[config.mk]
export PLATFORM = sky130hd
export DESIGN_NAME = uart_rx
export DESIGN_NICKNAME = d
export VERILOG_FILES = /design/src/rtl/uart_rx.sv
export SDC_FILE = /design/constraint.sdc
export NUM_CORES = 1
export LEC_CHECK = 0
export CORE_UTILIZATION = 47
export DETAILED_ROUTE_END_ITERATION = 6
export PLACE_DENSITY = 0.64
export SLEW_MARGIN = 5
export SYNTH_ARGS = -nofsm -noshare
export SYNTH_HDL_FRONTEND = slang
export SYNTH_SLANG_ARGS = --single-unit
[constraint.sdc]
create_clock -name clk -period 2.03 [get_ports clk]
set_clock_uncertainty 0.05 [all_clocks]
set_input_delay 0.203 -clock clk [delete_from_list [all_inputs] [get_ports clk]]
set_output_delay 0.203 -clock clk [all_outputs]
set_load 0.02 [all_outputs]
[src/rtl/uart_rx.sv]
// Oversampled UART receiver, 8N1 (8E1 when RX_PARITY_EN is defined); rx passes a 2-flop synchronizer.
// Latency: flags pulse the clk after the mid-stop-bit tick; no backpressure, each pulse lasts one clk.
module uart_rx #(
  parameter int OVERSAMPLE = 16
) (
  input  logic       clk,
  input  logic       rst_n,
  input  logic       tick,
  input  logic       rx,
  output logic [7:0] dados_recebidos,
  output logic       rd_valid,
  output logic       frame_err,
  output logic       parity_err,
  output logic       rxBusy
);

  localparam logic [4:0] HALF_LAST = 5'(OVERSAMPLE / 2 - 1);
  localparam logic [4:0] BIT_LAST  = 5'(OVERSAMPLE - 1);

  typedef enum logic [2:0] {
    STAGE_IDLE   = 3'd0,
    STAGE_START  = 3'd1,
    STAGE_WORK   = 3'd2,
    STAGE_PARITY = 3'd3,
    STAGE_STOP   = 3'd4
  } stage_t;

  logic       rx_meta;
  logic       rx_sync;
  stage_t     state_q,    state_d;
  logic [4:0] tick_cnt_q, tick_cnt_d;
  logic [2:0] bit_cnt_q,  bit_cnt_d;
  logic [7:0] shreg_q,    shreg_d;
  logic [7:0] data_d;
  logic       hold_q,     hold_d;
  logic       valid_d;
  logic       ferr_d;
`ifdef RX_PARITY_EN
  logic       par_bad_q,  par_bad_d;
  logic       perr_d;
  logic       perr_q;
`endif

  always_ff @(posedge clk or negedge rst_n) begin
    if (!rst_n) begin
      rx_meta <= 1'b1;
      rx_sync <= 1'b1;
    end else begin
      rx_meta <= rx;
      rx_sync <= rx_meta;
    end
  end

  always_ff @(posedge clk or negedge rst_n) begin
    if (!rst_n) begin
      state_q         <= STAGE_IDLE;
      tick_cnt_q      <= '0;
      bit_cnt_q       <= '0;
      shreg_q         <= '0;
      hold_q          <= 1'b0;
      dados_recebidos <= '0;
      rd_valid        <= 1'b0;
      frame_err       <= 1'b0;
`ifdef RX_PARITY_EN
      par_bad_q       <= 1'b0;
      perr_q          <= 1'b0;
`endif
    end else begin
      state_q         <= state_d;
      tick_cnt_q      <= tick_cnt_d;
      bit_cnt_q       <= bit_cnt_d;
      shreg_q         <= shreg_d;
      hold_q          <= hold_d;
      dados_recebidos <= data_d;
      rd_valid        <= valid_d;
      frame_err       <= ferr_d;
`ifdef RX_PARITY_EN
      par_bad_q       <= par_bad_d;
      perr_q          <= perr_d;
`endif
    end
  end

  always_comb begin
    state_d    = state_q;
    tick_cnt_d = tick_cnt_q;
    bit_cnt_d  = bit_cnt_q;
    shreg_d    = shreg_q;
    hold_d     = hold_q;
    data_d     = dados_recebidos;
    valid_d    = 1'b0;
    ferr_d     = 1'b0;
`ifdef RX_PARITY_EN
    par_bad_d  = par_bad_q;
    perr_d     = 1'b0;
`endif
    case (state_q)
      // hold_q blocks a new start after a break until the line has been seen high
      STAGE_IDLE: begin
        if (tick) begin
          if (rx_sync) begin
            hold_d = 1'b0;
          end else if (!hold_q) begin
            state_d    = STAGE_START;
            tick_cnt_d = '0;
          end
        end
      end
      STAGE_START: begin
        if (tick) begin
          if (tick_cnt_q == HALF_LAST) begin
            if (!rx_sync) begin
              state_d    = STAGE_WORK;
              tick_cnt_d = '0;
              bit_cnt_d  = '0;
            end else begin
              state_d = STAGE_IDLE;
            end
          end else begin
            tick_cnt_d = tick_cnt_q + 5'd1;
          end
        end
      end
      STAGE_WORK: begin
        if (tick) begin
          if (tick_cnt_q == BIT_LAST) begin
            tick_cnt_d         = '0;
            shreg_d[bit_cnt_q] = rx_sync;
            if (bit_cnt_q == 3'd7) begin
`ifdef RX_PARITY_EN
              state_d = STAGE_PARITY;
`else
              state_d = STAGE_STOP;
`endif
            end else begin
              bit_cnt_d = bit_cnt_q + 3'd1;
            end
          end else begin
            tick_cnt_d = tick_cnt_q + 5'd1;
          end
        end
      end
`ifdef RX_PARITY_EN
      STAGE_PARITY: begin
        if (tick) begin
          if (tick_cnt_q == BIT_LAST) begin
            tick_cnt_d = '0;
            par_bad_d  = rx_sync ^ (^shreg_q);
            state_d    = STAGE_STOP;
          end else begin
            tick_cnt_d = tick_cnt_q + 5'd1;
          end
        end
      end
`endif
      // Leaving at mid stop bit lets the next start edge follow with no idle gap
      STAGE_STOP: begin
        if (tick) begin
          if (tick_cnt_q == BIT_LAST) begin
            tick_cnt_d = '0;
            data_d     = shreg_q;
            state_d    = STAGE_IDLE;
            ferr_d     = !rx_sync;
            hold_d     = !rx_sync;
`ifdef RX_PARITY_EN
            perr_d     = par_bad_q;
            valid_d    = rx_sync && !par_bad_q;
`else
            valid_d    = rx_sync;
`endif
          end else begin
            tick_cnt_d = tick_cnt_q + 5'd1;
          end
        end
      end
      default: state_d = STAGE_IDLE;
    endcase
  end

`ifdef RX_PARITY_EN
  assign parity_err = perr_q;
`else
  assign parity_err = 1'b0;
`endif

  assign rxBusy = (state_q != STAGE_IDLE);

endmodule

==> impl_results.md, run 1 <==
- Amount of wire on met3 after detailed routing: 132 um
- Chip Height: a little over 60 um
- RSZ-0062 raised after global routing: no
- Detailed-route vias per instance: approximately 5.5
- Max FO, Critical Path: 2
- Wire length of the first global-routing pass: approximately 5500 um
- Portion of the post-synthesis area used by sequential elements: 0.485
- Endpoints failing hold: 0
- Placement-stage worst setup slack: 0.0244 ns
- Overall Global Routing Usage: 0.209
- Congestion Overflow GR: 0
- Library cell used as clock root buffer: sky130_fd_sc_hd__clkbuf_4
- Worst Setup End Kind: flip-flop
- Post-synthesis sequential element count: 32
- Post-layout min period: about 1.9 ns
- Pwr Density: 883 nW/um2
- Distinct cells, synth: between 40 and 50
- Number of input and output port buffers inserted: 14
- Top_reg_cell synth: sky130_fd_sc_hd__dfrtp_1
- Worst endpoint data arrival time: ~2.1 ns
- Routability Congestion: 0.855
- Worst-skew pair later-pin latency: between 0.3 and 0.4 ns
- Leak pwr: a little over 0.9 nW
- Clock edge transition at the registers on the reported setup and hold paths: ~0.11 ns
- Combined buffer and inverter count along the critical path: 0
- Post-route fraction of the period consumed by the critical path: 0.947
- Routed Wire Length: ~3300 um
- Post-Synthesis Cell Area: between 1500 and 2000 um2
- Number of nets in the final layout: 181
- Worst endpoint required time: around 2.2 ns
- Max-Cap Viols: 0
- Total I/O pin count: 16
- CTS tree: done
- Most prevalent standard cell on the critical path: sky130_fd_sc_hd__ha_1
- Length of the first detailed-routing pass in iterations: 4
- Number of levels in the clock H-tree: 2
- Met2 wirelength from detailed routing: around 1600 um
- Worst VDD drop: about 0.00052 V
- Library cell contributing the largest single delay on the critical path: sky130_fd_sc_hd__dfrtp_1
- Top cell family by delay on the critical path: compound AO/OA/AOI/OAI gates
- Placed Cells incl. Taps: 210
- Final worst-path setup slack: 0.108 ns
- Maximum cell stage delay along the critical path: 0.41 ns
- Mean instance size in the synthesized netlist: around 11 um2
- Number of nets still failing antenna checks after routing: 0
- Yosys synthesis warning count: 0
- Die Outline Area: 3770 um2
- Via count of the first global-routing pass: between 1,000 and 1,500
- Number of sinks on the clock net: 32
- Area grow syn2layout: 17.8%
- DR DRC count: 0
- Uppermost routed layer: met4
- Post-synthesis instance total: around 150
- Average wire per standard cell: about 15 um
- Number of nets produced by synthesis: around 160
- Total via count after detailed routing: 1,213
- Cell Chain, Critical Path: ha_1 > ha_1 > o32ai_1 > o221ai_2 > nor2_4 > mux2_1
- Antenna violations before repair: 0
- Ratio of cells with drive above 1 in the final layout: 0.207
- ANT cells: 0
- Placement Rows: 21
- Number of clock buffers inserted by TritonCTS: 5
- Final count of negative-setup-slack endpoints: 0
- Met1 layer wirelength in the final routing: ~1500 um
- Maximum number of pins on one net before global-route repair: 33
- DIE WIDTH: between 60 and 70 um
- Initial core utilization: 0.493
- Top achievable clock speed: around 520 MHz
- Smallest hold slack: 0.198 ns
- Sum of negative setup slack: 0 ns
- Std-Cell Core Area: ~3400 um2
- Final number of max-transition violations: 0
- Post-detailed-placement half-perimeter wirelength: 2340 um
- Layout Cells excl Fill: 220
- Number of enable flip-flop cells after synthesis: 0
- Run status: finished clean
- Ys async rst share: 1.00
- Count of routing violations after the opening detailed-route iteration: 66
- Hold Path Class: in2async
- Startpoint class of the critical path: flip-flop
- Clock Path Buffers: 2
- Critical path class: reg2reg
report_power, final:
group          switching (W)  total (W)  leakage [nW]  internal [W]
Sequential          0.000100   0.000800         0.434      0.000700
Clock               0.000221   0.000386        0.0380      0.000165
Combinational       0.000307   0.000538         0.435      0.000231
Total               0.000628    0.00172         0.907       0.00110
through the flow:
stage          utilization  instance area (um2)  power (W)
2_1_floorplan            -                 1660    0.00119
3_3_place_gp         0.557                 1870    0.00134
3_5_place_dp         0.557                 1870    0.00135
4_1_cts              0.576                 1940    0.00174
5_1_grt              0.581                 1950    0.00184
6_report             0.581                 1950    0.00172
path summary, 6_finish.rpt:
| kind | endpoint | startpoint | cells past startpoint | slack (ns) |
|---|---|---|---|---|
| max | bit_cnt_q[0] | bit_cnt_q[0] | 6 | 0.11 |
| min | state_q[0] | rst_n | 2 | 0.20 |
| max reg2reg | bit_cnt_q[0] | bit_cnt_q[0] | 6 | 0.11 |
| min reg2reg | rx_sync | rx_meta | 0 | 0.30 |
| max in group asynchronous | rx_meta | rst_n | 2 | 1.39 |
| min in group clk | rx_meta | rx | 1 | 0.23 |
state kept, by name, indices dropped and copies added (netlist names):
register and flops:
rx_sync 1, bit_cnt_q 3, frame_err 1, tick_cnt_q 5, shreg_q 8, rx_meta 1, hold_q 1, dados_recebidos 8
rd_valid 1, state_q 3
layout make-up:
class	count	area (um2)
fill	312	1410
sequential	32	805
multi-input combinational	102	782
timing repair buffer	25	221
tap	46	57.6
clock buffer	6	51.3
inverter	7	26.3
clock inverter	2	10.0
Yosys cell counts (3+ instances only):
library cell / number / area (um2)
sky130_fd_sc_hd__buf_2: 4 / 20.0
sky130_fd_sc_hd__a21oi_1: 4 / 20.0
sky130_fd_sc_hd__nand2b_1: 4 / 25.0
sky130_fd_sc_hd__o21ai_0: 6 / 30.0
sky130_fd_sc_hd__nor3_1: 5 / 25.0
sky130_fd_sc_hd__ha_1: 4 / 50.1
sky130_fd_sc_hd__nand2_1: 11 / 41.3
sky130_fd_sc_hd__mux2_1: 15 / 169
sky130_fd_sc_hd__inv_1: 7 / 26.3
sky130_fd_sc_hd__o31ai_1: 3 / 22.5
sky130_fd_sc_hd__nor2_1: 7 / 26.3
sky130_fd_sc_hd__nand3_1: 8 / 40.0
sky130_fd_sc_hd__dfrtp_1: 30 / 751
worst reg2reg max path: stages, from the launching register on:
cell and delay, ns:
sky130_fd_sc_hd__dfrtp_1 0.41, sky130_fd_sc_hd__ha_1 0.21, sky130_fd_sc_hd__ha_1 0.21, sky130_fd_sc_hd__o32ai_1 0.32, sky130_fd_sc_hd__o221ai_2 0.17, sky130_fd_sc_hd__nor2_4 0.11, sky130_fd_sc_hd__mux2_1 0.33
cell families (layout without fill, tap and decap cells):
family | count (synthesis) | count (layout) | share of synthesized area
other cells | 1 | 1 | 0.00226
buf+inv | 15 | 40 | 0.0460
xor+xnor | 1 | 1 | 0.00528
simple gates | 49 | 49 | 0.187
mux | 19 | 19 | 0.128
flops | 32 | 32 | 0.485
compound gates | 28 | 28 | 0.117
fa+ha+maj | 4 | 4 | 0.0302
placed cells by master, fill, tap and decap left out, types with 2 or more instances in the layout:
cell type                         synthesis  final
sky130_fd_sc_hd__nand3_1                  8      8
sky130_fd_sc_hd__o21ai_1                  2      2
sky130_fd_sc_hd__o21ai_0                  6      6
sky130_fd_sc_hd__mux2i_1                  2      2
sky130_fd_sc_hd__ha_1                     4      3
sky130_fd_sc_hd__dfstp_2                  2      2
sky130_fd_sc_hd__inv_1                    7      7
sky130_fd_sc_hd__nand2_1                 11     11
sky130_fd_sc_hd__clkinv_2                 0      2
sky130_fd_sc_hd__mux2_2                   2      2
sky130_fd_sc_hd__or3_1                    2      2
sky130_fd_sc_hd__nor3_1                   5      5
sky130_fd_sc_hd__o31ai_1                  3      3
sky130_fd_sc_hd__buf_4                    2     11
sky130_fd_sc_hd__nand2b_1                 4      4
sky130_fd_sc_hd__clkdlybuf4s50_1          0     13
sky130_fd_sc_hd__dfrtp_1                 30     29
sky130_fd_sc_hd__nand3_2                  2      2
sky130_fd_sc_hd__clkbuf_4                 0      5
sky130_fd_sc_hd__nor2_1                   7      7
sky130_fd_sc_hd__mux2_1                  15     15
sky130_fd_sc_hd__a21oi_1                  4      4
sky130_fd_sc_hd__a31oi_1                  2      2
per-layer routing:
| layer | track usage | vias to the layer above |
|---|---|---|
| met5 | 0 | - |
| met4 | 0.0825 | 0 |
| met3 | 0.0672 | 7 |
| met2 | 0.343 | 21 |
| met1 | 0.258 | 596 |
| li1 | - | 589 |
timing repair:
item,4_1_cts,5_1_grt
hold buffers,0,0
cloned,0,0
gates resized for setup,3,1
setup buffers,0,2
pin swaps,0,1
endpoints found under the setup margin,4,6
Note: power is estimated with default switching activity, not from simulation.
==> inputs of run 2 (changes only) <==
- SKIP_LAST_GASP: not set -> 1
==> results of run 2 <==
Same layout as run 1: the final DEF is identical, and so are final timing and power.
==> inputs of run 3 (changes only) <==
- ABC_AREA: not set -> 1
- PLACE_DENSITY: 0.64 -> 0.63
==> run 3 against run 2 <==
Net effect: combinational power grew 73%; sequential share of layout area shrank 2.5 points; clock power grew 72%; non-clock buffer count shrank 9; power grew 39%; largest cell class is now multi-input gates; critical endpoint is now rxBusy; via count grew 18%; setup slack gained 0.030 ns; die area grew 5.3%; maximum frequency grew 1.6%.
==> impl_results.md, run 3 <==
- Run status: finished clean
- Chip Height: about 63 um
- Library cell used as clock root buffer: sky130_fd_sc_hd__clkbuf_8
- Routed Wire Length: approximately 3300 um
- Top cell family by delay on the critical path: buffers and inverters
- Commonest non-fill, non-tap cells in the layout: sky130_fd_sc_hd__nand2_1 (64), sky130_fd_sc_hd__dfrtp_1 (30), sky130_fd_sc_hd__inv_1 (25)
- Worst Setup End Kind: primary output
- Clock edge transition at the registers on the reported setup and hold paths: 0.06 ns
- Final number of max-transition violations: 0
- Switching share of power: 0.397
- Placed Cells incl. Taps: between 200 and 300
- Distinct cells, synth: 28
- Antenna violations before repair: 0
- Smallest hold slack: around 0.27 ns
- Placement Rows: 21
- Number of enable flip-flop cells after synthesis: 0
- Leading cell types by count after synthesis: sky130_fd_sc_hd__nand2_1 (64), sky130_fd_sc_hd__dfrtp_1 (30), sky130_fd_sc_hd__inv_1 (25), sky130_fd_sc_hd__nor2_1 (20), sky130_fd_sc_hd__nand3_1 (16)
- Mean instance size in the synthesized netlist: ~8.0 um2
- Number of levels in the clock H-tree: 2
- Internal power summed over all cells: 0.00145 W
- Top Registers: dados_recebidos: 8 flops, shreg_q: 8 flops, tick_cnt_q: 5 flops
- Power Total: about 0.0024 W
- Combined buffer and inverter count along the critical path: 2
- Portion of the post-synthesis area used by sequential elements: 0.459
- Wire length of the first global-routing pass: 5920 um
- ANT cells: 0
- Maximum cell stage delay along the critical path: just over 0.6 ns
- Sum of negative setup slack: 0 ns
- Most common cell after layout, fill and taps aside: sky130_fd_sc_hd__nand2_1
- Total I/O pin count: 16
- Max-Cap Viols: 0
- Top post-synthesis cells by area: sky130_fd_sc_hd__dfrtp_1 (43%), sky130_fd_sc_hd__nand2_1 (14%), sky130_fd_sc_hd__inv_1 (5.4%)
- Max FO, Critical Path: 5
- Worst endpoint required time: 1.78 ns
- Layout Cells excl Fill: about 290
- Number of nets still failing antenna checks after routing: 0
- Hold buffer count at CTS: 0
- Overall Global Routing Usage: 0.191
- Worst endpoint data arrival time: ~1.6 ns
- Number of input and output port buffers inserted: 14
- Cell Chain, Critical Path: inv_4 > nand2_2 > clkdlybuf4s50_1
- Die Outline Area: 3970 um2
- Post-Synthesis Cell Area: about 1700 um2
- RSZ-0062 raised after global routing: no
- Startpoint class of the critical path: flip-flop
- Share of total power in combinational logic: 0.387
- Top_reg_cell synth: sky130_fd_sc_hd__dfrtp_1
- Maximum number of pins on one net before global-route repair: 33
- Pwr Density: between 1000 and 1500 nW/um2
- Std-Cell Core Area: about 3400 um2
- Clock Path Buffers: 2
- Number of nets in the final layout: 249
- Via count of the first global-routing pass: 1,360
- Number of fill cells in the layout: about 300
- DIE WIDTH: 63.0 um
- Cell type with the largest total area after synthesis: sky130_fd_sc_hd__dfrtp_1
- Most instantiated library cell after synthesis: sky130_fd_sc_hd__nand2_1
- Critical path class: reg2out
- Congestion Overflow GR: 0
- Clock share of power: 0.276
- Final count of negative-setup-slack endpoints: 0
- Worst VDD drop: between 0.0007 and 0.0008 V
- Length of the first detailed-routing pass in iterations: 4
- Ratio of cells with drive above 1 in the final layout: 0.165
- Sequential group share of total power: 0.337
- Number of nets produced by synthesis: 228
- DR DRC count: 0
- Post-synthesis instance total: 220
- Post-detailed-placement half-perimeter wirelength: around 2500 um
- Total via count after detailed routing: roughly 1,400
- CTS tree: done
- Average wire per standard cell: about 11 um
- Hold Path Class: in2async
- Startpoint of the worst register-to-register path: tick_cnt_q[0]
- Setup Fix Bufs, Post-CTS: 0
- Detailed-route vias per instance: 4.95
- Post-synth top area share: 0.429
- Finished Core Util: 0.603
- Top achievable clock speed: roughly 530 MHz
- Ys async rst share: 1.00
- Leak pwr: a little under 1 nW
- Yosys synthesis warning count: 0
- Number of clock buffers inserted by TritonCTS: 5
- Routability Congestion: about 0.9
- Area grow syn2layout: 18.7%
- R2R depth: 6
- Worst-skew pair later-pin latency: about 0.28 ns
- Library cell contributing the largest single delay on the critical path: sky130_fd_sc_hd__clkdlybuf4s50_1
- Setup slack on the worst flop-to-flop path: between 0.3 and 0.4 ns
- Count of routing violations after the opening detailed-route iteration: 69
- Quantity of gates resized following cts: 0
- Post-layout min period: ~1.9 ns
- Worst setup path startpoint: state_q[2]
- Post-synthesis sequential element count: 32
- Initial core utilization: 0.508
- End of the worst register-to-register path: dados_recebidos[1]
- Post-route fraction of the period consumed by the critical path: 0.932
- Endpoints failing hold: 0
- Number of sinks on the clock net: 32
- Power spent charging and discharging nets: roughly 0.00095 W
run 3: final cells by class:
type / instances / area (um2) / area share
multi-input combinational: 156 / 815 / 0.392
sequential: 32 / 803 / 0.387
timing repair buffer: 16 / 155 / 0.0747
inverter: 30 / 119 / 0.0573
clock buffer: 7 / 96.3 / 0.0464
tap: 46 / 57.6 / 0.0277
clock inverter: 1 / 30.0 / 0.0145
run 3: power groups by stage:
stage               sequential [W]  clock [W]  combinational (W)
floorplan                 0.000799          0           0.000747
detailed placement        0.000818          0           0.000931
global route              0.000822   0.000707            0.00104
finish                    0.000810   0.000662           0.000929
CTS                       0.000810   0.000676           0.000934
global placement          0.000819          0           0.000918
run 3: worst max-delay path by stage:
stage,to,depth (start not counted)
detailed placement,state_q[1],8
floorplan,bit_cnt_q[0],10
CTS,rxBusy,3
global route,rxBusy,3
finish,rxBusy,3
global placement,state_q[2],8
run 3: cells by family (layout without fill, tap and decap cells):
kind of cell               Yosys count  after routing  share of synthesized area
and+or+nand+nor                    127            127                      0.363
DFF                                 32             32                      0.459
buffers and inverters               32             54                     0.0751
AOI/OAI and AO/OA                   23             23                     0.0665
adders and majority gates            4              4                     0.0286
other                                1              1                    0.00214
xor gates and xnor gates             1              1                    0.00501
run 3: metal layers:
metal  share of wire  global-route usage  wire length (um)  vias up
met1            0.47               0.238              1540      657
met5               0                   0                 0        -
met2            0.48               0.316              1560       31
li1                -                   -                 -      732
met3           0.032              0.0401               106        7
met4           0.020              0.0872                65        0
run 3: per-stage QoR:
| stage | setup WS, ns | cell area, um2 |
|---|---|---|
| floorplan | 0.571 | 1750 |
| global placement | 0.351 | 1950 |
| detailed placement | 0.289 | 1950 |
| CTS | 0.119 | 2080 |
| global route | 0.0679 | 2080 |
| finish | 0.138 | 2080 |
